File: config.mk
export PLATFORM = sky130hd
export DESIGN_NAME = traffic_phase_sequencer
export DESIGN_NICKNAME = d
export VERILOG_FILES = /design/src/rtl/traffic_phase_sequencer.sv
export SDC_FILE = /design/constraint.sdc
export NUM_CORES = 1
export LEC_CHECK = 0
export ABC_CLOCK_PERIOD_IN_PS = 2950
export BUFFER_PORTS_ARGS = -buffer_cell sky130_fd_sc_hd__clkbuf_2
export CORE_ASPECT_RATIO = 0.7
export CORE_MARGIN = 2
export CORE_UTILIZATION = 56
export CTS_CLUSTER_DIAMETER = 100
export DETAILED_ROUTE_END_ITERATION = 8
export PLACE_DENSITY_LB_ADDON = 0.05
export SYNTH_ARGS = -nofsm -noshare
export SYNTH_HDL_FRONTEND = slang
export SYNTH_SLANG_ARGS = --single-unit
File: constraint.sdc
create_clock -name clk -period 2.95 [get_ports clk]
set_input_delay 0.4425 -clock clk [delete_from_list [all_inputs] [get_ports clk]]
set_output_delay 0.4425 -clock clk [all_outputs]
set_load 0.05 [all_outputs]
File: src/rtl/traffic_phase_sequencer.sv
// traffic_phase_sequencer: green/yellow/all-red phase FSM with phase second counter and EW traffic tallies
module traffic_phase_sequencer #(
  parameter int ALLRED_SEC = 2,
  parameter int GREEN_MAX  = 60
) (
  input  logic       clk,
  input  logic       rst_n,
  input  logic       tick_1s,
  input  logic       veh_ew,
  input  logic       green_expire,
  input  logic       yellow_expire,
  input  logic       red_release,
  output logic [5:0] phase_cnt,
  output logic [6:0] no_traffic_sec_ew,
  output logic [4:0] traffic_sec_ew,
  output logic [2:0] ew_light,
  output logic [2:0] ns_light,
  output logic [2:0] phase
);
  typedef enum logic [2:0] {
    START_RED = 3'd0, EW_GREEN = 3'd1, EW_YELLOW = 3'd2, ALLRED_A = 3'd3,
    NS_GREEN = 3'd4, NS_YELLOW = 3'd5, ALLRED_B = 3'd6
  } phase_e;
  localparam logic [5:0] A_LAST = 6'(ALLRED_SEC - 1);
  localparam logic [5:0] G_LAST = 6'(GREEN_MAX - 1);
  localparam logic [5:0] Y_LAST = 6'd7;
  phase_e     phase_q, phase_d;
  logic [5:0] phase_cnt_q, phase_cnt_d;
  logic [6:0] no_traffic_q, no_traffic_d;
  logic [4:0] traffic_q, traffic_d;
  logic [2:0] ew_light_q, ew_light_d, ns_light_q, ns_light_d;
  logic       go, enter_ew, ew_red;
  always_comb begin
    case (phase_q)
      START_RED, ALLRED_A, ALLRED_B: go = phase_cnt_q == A_LAST;
      EW_GREEN:                      go = green_expire || phase_cnt_q == G_LAST;
      NS_GREEN:                      go = red_release || phase_cnt_q == G_LAST;
      EW_YELLOW, NS_YELLOW:          go = yellow_expire || phase_cnt_q == Y_LAST;
      default:                       go = 1'b0;
    endcase
    enter_ew = go && (phase_q == START_RED || phase_q == ALLRED_B);
    ew_red = ew_light_q == 3'b100;
    phase_d = phase_q;
    phase_cnt_d = phase_cnt_q;
    no_traffic_d = no_traffic_q;
    traffic_d = traffic_q;
    // encoding 7 is unreachable in normal operation; recover without waiting for a tick
    if (phase_q == 3'd7) begin
      phase_d = START_RED;
      phase_cnt_d = '0;
    end else if (tick_1s) begin
      phase_d = !go ? phase_q : phase_q == ALLRED_B ? EW_GREEN : phase_e'(phase_q + 3'd1);
      phase_cnt_d = go ? '0 : &phase_cnt_q ? phase_cnt_q : phase_cnt_q + 6'd1;
      no_traffic_d = enter_ew ? '0 : phase_q != EW_GREEN ? no_traffic_q :
                     veh_ew ? '0 : &no_traffic_q ? no_traffic_q : no_traffic_q + 7'd1;
      traffic_d = enter_ew ? '0 : (ew_red && veh_ew && !(&traffic_q)) ? traffic_q + 5'd1 : traffic_q;
    end
    ew_light_d = phase_d == EW_GREEN ? 3'b001 : phase_d == EW_YELLOW ? 3'b010 : 3'b100;
    ns_light_d = phase_d == NS_GREEN ? 3'b001 : phase_d == NS_YELLOW ? 3'b010 : 3'b100;
  end
  always_ff @(posedge clk or negedge rst_n) begin
    if (!rst_n) begin
      phase_q <= START_RED;
      phase_cnt_q <= '0;
      no_traffic_q <= '0;
      traffic_q <= '0;
      ew_light_q <= 3'b100;
      ns_light_q <= 3'b100;
    end else begin
      phase_q <= phase_d;
      phase_cnt_q <= phase_cnt_d;
      no_traffic_q <= no_traffic_d;
      traffic_q <= traffic_d;
      ew_light_q <= ew_light_d;
      ns_light_q <= ns_light_d;
    end
  end
  assign phase = phase_q;
  assign phase_cnt = phase_cnt_q;
  assign no_traffic_sec_ew = no_traffic_q;
  assign traffic_sec_ew = traffic_q;
  assign ew_light = ew_light_q;
  assign ns_light = ns_light_q;
endmodule

==> summary.md, run 1 <==
| Metric | Value |
|---|---|
| Status | finished clean |
| Max-Cap Viols | 0 |
| # rows | 17 |
| Slew Limit Fails | 0 |
| Detailed placer's ending HPWL | 3465 um |
| Worst Path Max Fanout | 14 |
| Vias | 1781 |
| #FFs+latches synth | 27 |
| Total GRT Usage | 26.47% |
| Max Fclk | between 400 and 500 MHz |
| First DRT Iteration DRCs | approximately 210 |
| Htree depth | 1 |
| Area Growth Syn to Fin | 12.84% |
| DRT Pass-1 Iters | 5 |
| Clock root cell | clkbuf_8 |
| Register area share after synthesis | 35.87% |
| Core area | between 3000 and 4000 um^2 |
| Die Height | 52.61 um |
| Post-Syn Nets | roughly 220 |
| Num CTS Buffers | 3 |
| Final Setup Violations | 0 |
| DR WL/cell | 16.97 um |
| Clk buf depth | 2 |
| # hold bufs at CTS | 0 |
| Postcts setup bufs | 0 |
| Total congestion overflow | 0 |
| Fin Setup TNS | 0 ns |
| Fill cell count | between 200 and 300 |
| Crit Path Category | register to register |
| Final core occ | 66.86% |
| Synthesized netlist cell count | 204 |
| Most frequent cells after synthesis | 25 x dfrtp_1, 15 x nor2_1, 13 x nand2_1 |
| Die width | 73.45 um |
| Final net count | 250 |
| Vias/cell | 6.524 |
| Cell area after synthesis | 1891 um^2 |
| I/O pin count | 34 |
| Post-synth top area share | 33.09% |
| CTS tree | yes |
| IO buf count | 33 |
| Post-synth top area cell | dfrtp_1 |
| CP Launch Type | register |
| Die area | 3864 um^2 |
| Pleak | 0.9633 nW |
| Dominant synthesized flop cell | dfrtp_1 |
| Layout cells sized above 1 | between 20 and 25% |
| Total Wirelength | 4634 um |
| Main area contributors after synthesis | dfrtp_1 33%, ha_1 4.6%, nand4_1 4.0%, nor2_1 3.0%, dfstp_2 2.8% |
| Clk Latency, worst-skew pair | 0.28 ns |
| Post_cts resized | 0 |
| CP arrival | 2.57 ns |
| Vias in the first global route | 1591 |
| Worst-case clock skew | between 0.008 and 0.009 ns |
| HP Class | input port to asynchronous set/reset pin |
| PwrDens | 1021 nW/um^2 |
| Fin crit share | 81.41% |
| Worst hold slack | 0.1847 ns |
| Slew @ Worst Pin | 0.7365 ns |
| Multi-input combinational cell area | 1122 um^2 |
| Reg area | 678.2 um^2 |
| CTS clk-pin slew, worst paths | 0.09 ns |
| Final Hold Fails | 0 |
| Top-count cell post-synth | dfrtp_1 |
| Initial core utilization | 59.25% |
| Synthesis Warnings | 0 |
| Average size of a mapped cell | 9.267 um^2 |
| EDFF count, synth | 0 |
| Peak ir drop on the vdd network | 0.0005655 V |
| Netlist cell types | 62 |
| Diode count | 0 |
| Worst Setup End Kind | register |
| DRC viols | 0 |
| Largest net degree at the start of global routing | 28 |
| GP Congestion | 0.9120 |
| Clock net sink count | 27 |
| ANT nets after route | 0 |
| Slew HR | between 50% and 60% |
| Data required time at the worst endpoint | ~3.1 ns |
| Initial antenna violation count | 0 |
| Unrepaired setup endpoints after global routing | no |
| First-pass GRT wire length | a little under 8000 um |
| Minimum clock period after layout | 2.401 ns |
| Post-synthesis async set-or-reset flop share | between 90% and 100% |
## registers in the layout (all words and copies together) (netlist names)
register           count
ew_light               3
no_traffic_sec_ew      7
ns_light               3
phase                  3
phase_cnt              6
traffic_sec_ew         5
## routing by layer
layer | up-vias | part of all wire [%] | track usage [%] | wire, um
met5 | - | 0 | 0 | 0
met4 | 0 | 0.95 | 7.273 | 44
met3 | 6 | 7.9 | 5.577 | 365
met2 | 76 | 45 | 37.95 | 2067
met1 | 855 | 47 | 39.76 | 2156
li1 | 844 | - | - | -
## report_power, final
group          internal [W]  switching, W
logic              0.000417      0.000967
clock network     0.0000970      0.000116
registers          0.000479      0.000100
total              0.000994       0.00118
## cell usage in the layout, fill, tap and decap left out, types with 3 or more instances in the layout
cell and count:
clkbuf_2 33, dfrtp_1 25, nor2_1 15, nand2_1 13, nand4_1 12, inv_1 9
nand3_1 9, ha_1 7, nor2b_1 6, a21oi_1 6, o21ai_1 6, xor2_1 5
buf_4 5, nor3_1 4, and3_1 4, o311ai_1 4, a31o_1 3, a22o_1 3
a31oi_1 3, o31ai_1 3, clkbuf_8 3
## worst max-delay path, stage by stage (launching register included)
cell and delay [ns]:
dfrtp_1 0.41, nand2_1 0.09, inv_1 0.06, ha_1 0.35
nor2b_1 0.35, nor4b_1 0.57, nor2_1 0.16, mux2_2 0.30
## cells by family (layout without fill, tap and decap cells)
group	Yosys count	after routing	share of synthesized area [%]
flops	27	27	35.87
mux	2	2	1.125
compound gates	55	55	23.56
fa+ha+maj	7	7	4.632
buf+inv	21	52	4.765
simple gates	85	85	26.80
xor+xnor	7	7	3.243
## final timing paths
check,from,end,slack (ns),depth (start not counted)
setup / recovery,phase[1],traffic_sec_ew[0],0.55,7
hold / removal,rst_n,ns_light[0],0.18,1
setup reg to reg,phase[1],traffic_sec_ew[0],0.55,7
hold reg to reg,no_traffic_sec_ew[4],no_traffic_sec_ew[4],0.52,1
max in group asynchronous,rst_n,phase_cnt[5],2.33,1
min in group clk,no_traffic_sec_ew[4],no_traffic_sec_ew[4],0.52,1
## final cells by class
| type | count | area share [%] |
|---|---|---|
| Inverter | 10 | 1.760 |
| Multi-Input combinational cell | 156 | 52.61 |
| Sequential cell | 27 | 31.79 |
| Clock buffer | 4 | 2.111 |
| Timing Repair Buffer | 38 | 9.501 |
| Tap cell | 38 | 2.229 |
## stage by stage
stage	worst slack, ns	instances	power (W)	area [um^2]
2_1_floorplan	0.3483	204	0.001643	1891
3_3_place_gp	0.6405	269	0.001908	2088
3_5_place_dp	0.5818	269	0.001956	2088
4_1_cts	0.5517	273	0.002172	2133
5_1_grt	0.3208	273	0.002325	2133
6_report	0.5485	273	0.002177	2133
(Power assumes the default switching activity.)
==> run 2: changes to the inputs <==
--- a/config.mk
+++ b/config.mk
@@ -5,11 +5,11 @@
 export SDC_FILE = /design/constraint.sdc
 export NUM_CORES = 1
 export LEC_CHECK = 0
-export ABC_CLOCK_PERIOD_IN_PS = 2950
+export ABC_CLOCK_PERIOD_IN_PS = 2100
 export BUFFER_PORTS_ARGS = -buffer_cell sky130_fd_sc_hd__clkbuf_2
 export CORE_ASPECT_RATIO = 0.7
 export CORE_MARGIN = 2
-export CORE_UTILIZATION = 56
+export CORE_UTILIZATION = 50
 export CTS_CLUSTER_DIAMETER = 100
 export DETAILED_ROUTE_END_ITERATION = 8
 export PLACE_DENSITY_LB_ADDON = 0.05
==> constraint.sdc (replaced) <==
create_clock -name clk -period 2.1 [get_ports clk]
set_input_delay 0.315 -clock clk [delete_from_list [all_inputs] [get_ports clk]]
set_output_delay 0.315 -clock clk [all_outputs]
set_load 0.05 [all_outputs]
==> run 2 against run 1 <==
- setup slack got worse by 0.52 ns
- clock skew barely moved
- routed wire length rose by 13%
- count of clock-buffer cells in the layout did not move
- largest cell class unchanged
- critical path type unchanged
- die area rose by 11%
- sequential share of layout area fell by 3.2 points
- register-to-register slack got worse by 0.52 ns
- hold slack got worse by 0.12 ns
- largest power group unchanged
==> summary.md, run 2 (same netlist as run 1, synthesis figures left out) <==
| Metric | Value |
|---|---|
| Tot Pwr | 0.003364 W (was 0.002177 W) |
| Total GRT Usage | 25.11% (was 26.47%) |
| Clock net sink count | 27 (unchanged) |
| Worst Setup End Kind | register (unchanged) |
| Htree depth | 1 (unchanged) |
| Pleak | 1.065 nW (was 0.9633 nW) |
| Die Height | 55.45 um (was 52.61 um) |
| Final Hold Fails | 0 (unchanged) |
| Worst-case clock skew | 0.008256 ns (was 0.008018 ns) |
| Total Wirelength | 5218 um (was 4634 um) |
| Layout cells sized above 1 | 37.55% (was 24.26%) |
| Max-Cap Viols | 0 (unchanged) |
| Num CTS Buffers | 3 (unchanged) |
| Vias | 1884 (was 1781) |
| Clk buf depth | 2 (unchanged) |
| Status | finished clean (unchanged) |
| Fin crit share | 98.60% (was 81.41%) |
| DR WL/cell | 17.22 um (was 16.97 um) |
| Unrepaired setup endpoints after global routing | yes (was no) |
| # hold bufs at CTS | 0 (unchanged) |
| IO buf count | 33 (unchanged) |
| Slew @ Worst Pin | 0.7004 ns (was 0.7365 ns) |
| Core area | 3581 um^2 (was 3191 um^2) |
| GP Congestion | 0.9063 (was 0.9120) |
| Placed Cells | 298 (was 269) |
| First DRT Iteration DRCs | 148 (was 212) |
| ANT nets after route | 0 (unchanged) |
| Clk Latency, worst-skew pair | 0.28 ns (about the same) |
| Area Growth Syn to Fin | 27.13% (was 12.84%) |
| Minimum clock period after layout | 2.071 ns (was 2.401 ns) |
| CP arrival | 2.27 ns (was 2.57 ns) |
| DRT Pass-1 Iters | 5 (unchanged) |
| DP Worst Slack | -0.003887 ns (was 0.5818 ns) |
| Total congestion overflow | 0 (unchanged) |
| Max Fclk | 483.0 MHz (was 416.4 MHz) |
| Initial antenna violation count | 0 (unchanged) |
| Data required time at the worst endpoint | 2.30 ns (was 3.12 ns) |
| Slew HR | 53.31% (was 50.36%) |
| Crit Path Category | register to register (unchanged) |
| Worst hold slack | 0.06792 ns (was 0.1847 ns) |
| Final Setup Violations | 0 (unchanged) |
| CTS tree | yes (unchanged) |
| Worst setup margin | 0.02948 ns (was 0.5485 ns) |
| CTS clk-pin slew, worst paths | 0.09 ns (about the same) |
| CP Launch Type | register (unchanged) |
| Final net count | 268 (was 250) |
| Slew Limit Fails | 0 (unchanged) |
| Clock root cell | clkbuf_8 (unchanged) |
| Commonest non-fill, non-tap cells in the layout | 33 x clkbuf_2, 22 x buf_4, 17 x dfrtp_1 (was 33 x clkbuf_2, 25 x dfrtp_1, 15 x nor2_1) |
| Peak ir drop on the vdd network | 0.0009701 V (was 0.0005655 V) |
| Initial core utilization | 52.80% (was 59.25%) |
| # rows | 18 (was 17) |
| PwrDens | 1400 nW/um^2 (was 1021 nW/um^2) |
| I/O pin count | 34 (unchanged) |
| Vias/cell | 6.218 (was 6.524) |
| Largest net degree at the start of global routing | 28 (unchanged) |
| Vias in the first global route | 1747 (was 1591) |
| Die area | 4297 um^2 (was 3864 um^2) |
| DRC viols | 0 (unchanged) |
| Worst Path Max Fanout | 9 (was 14) |
| First-pass GRT wire length | 8590 um (was 7748 um) |
| HP Class | input port to asynchronous set/reset pin (unchanged) |
| Finished Layout Cells | 303 (was 273) |
| Placed inst area | 2313 um^2 (was 2088 um^2) |
| Die width | 77.50 um (was 73.45 um) |
| Max reg flops | 7 (unchanged) |
| Post-route cell area | 2404 um^2 (was 2133 um^2) |
| Diode count | 0 (unchanged) |
| Most common cell after layout, fill and taps aside | clkbuf_2 (unchanged) |
| Detailed placer's ending HPWL | 3976 um (was 3465 um) |
| Fill cell count | 281 (was 278) |
-- run 2: per-layer routing --
layer	share of wire (%)	GRT usage (%)
met3	5.9	4.575
met2	46	37.89
met5	0	0
met4	1.2	6.888
met1	47	36.97
-- run 2: stage by stage --
step,util (%),setup TNS [ns]
2_1_floorplan,-,-0.03162
3_3_place_gp,64.61,0
3_5_place_dp,64.61,-0.003887
4_1_cts,66.07,0
5_1_grt,67.12,-0.1096
6_report,67.12,0
-- run 2: critical path, cell delays in order, from the launching register on --
cell      delay, ns
dfrtp_2        0.47
ha_4           0.20
and4b_1        0.20
a32o_1         0.25
o211ai_1       0.24
buf_4          0.21
nand4_1        0.19
o22ai_1        0.22
-- run 2: worst paths after layout --
kind | cells after the start | slack, ns | endpoint | start
hold reg to reg | 1 | 0.52 | no_traffic_sec_ew[4] | no_traffic_sec_ew[4]
min in group clk | 3 | 0.49 | phase_cnt[2] | tick_1s
max in group asynchronous | 1 | 1.54 | phase[0] | rst_n
hold / removal | 1 | 0.07 | ns_light[1] | rst_n
setup reg to reg | 7 | 0.03 | phase_cnt[4] | phase_cnt[0]
setup / recovery | 7 | 0.03 | phase_cnt[4] | phase_cnt[0]
-- run 2: layout make-up --
type	count	area [um^2]	share of cell area [%]
Clock buffer	4	45.04	1.874
Inverter	10	37.54	1.562
Sequential cell	27	688.2	28.63
Multi-Input combinational cell	156	1220	50.75
Timing Repair Buffer	56	350.3	14.58
Tap cell	50	62.56	2.603
-- run 2: report_power, final --
| group | internal (W) | total (W) | leakage (nW) | switching (W) |
|---|---|---|---|---|
| Combinational | 0.000775 | 0.00216 | 0.698 | 0.00139 |
| Clock | 0.000136 | 0.000303 | 0.0228 | 0.000166 |
| Sequential | 0.000683 | 0.000896 | 0.345 | 0.000213 |
-- run 2: what timing repair did --
action	in CTS	in global routing
buffers inserted	1	0
hold endpoints to repair	0	0
gates resized for setup	0	7
setup endpoints to repair	1	11
pin swaps	0	1
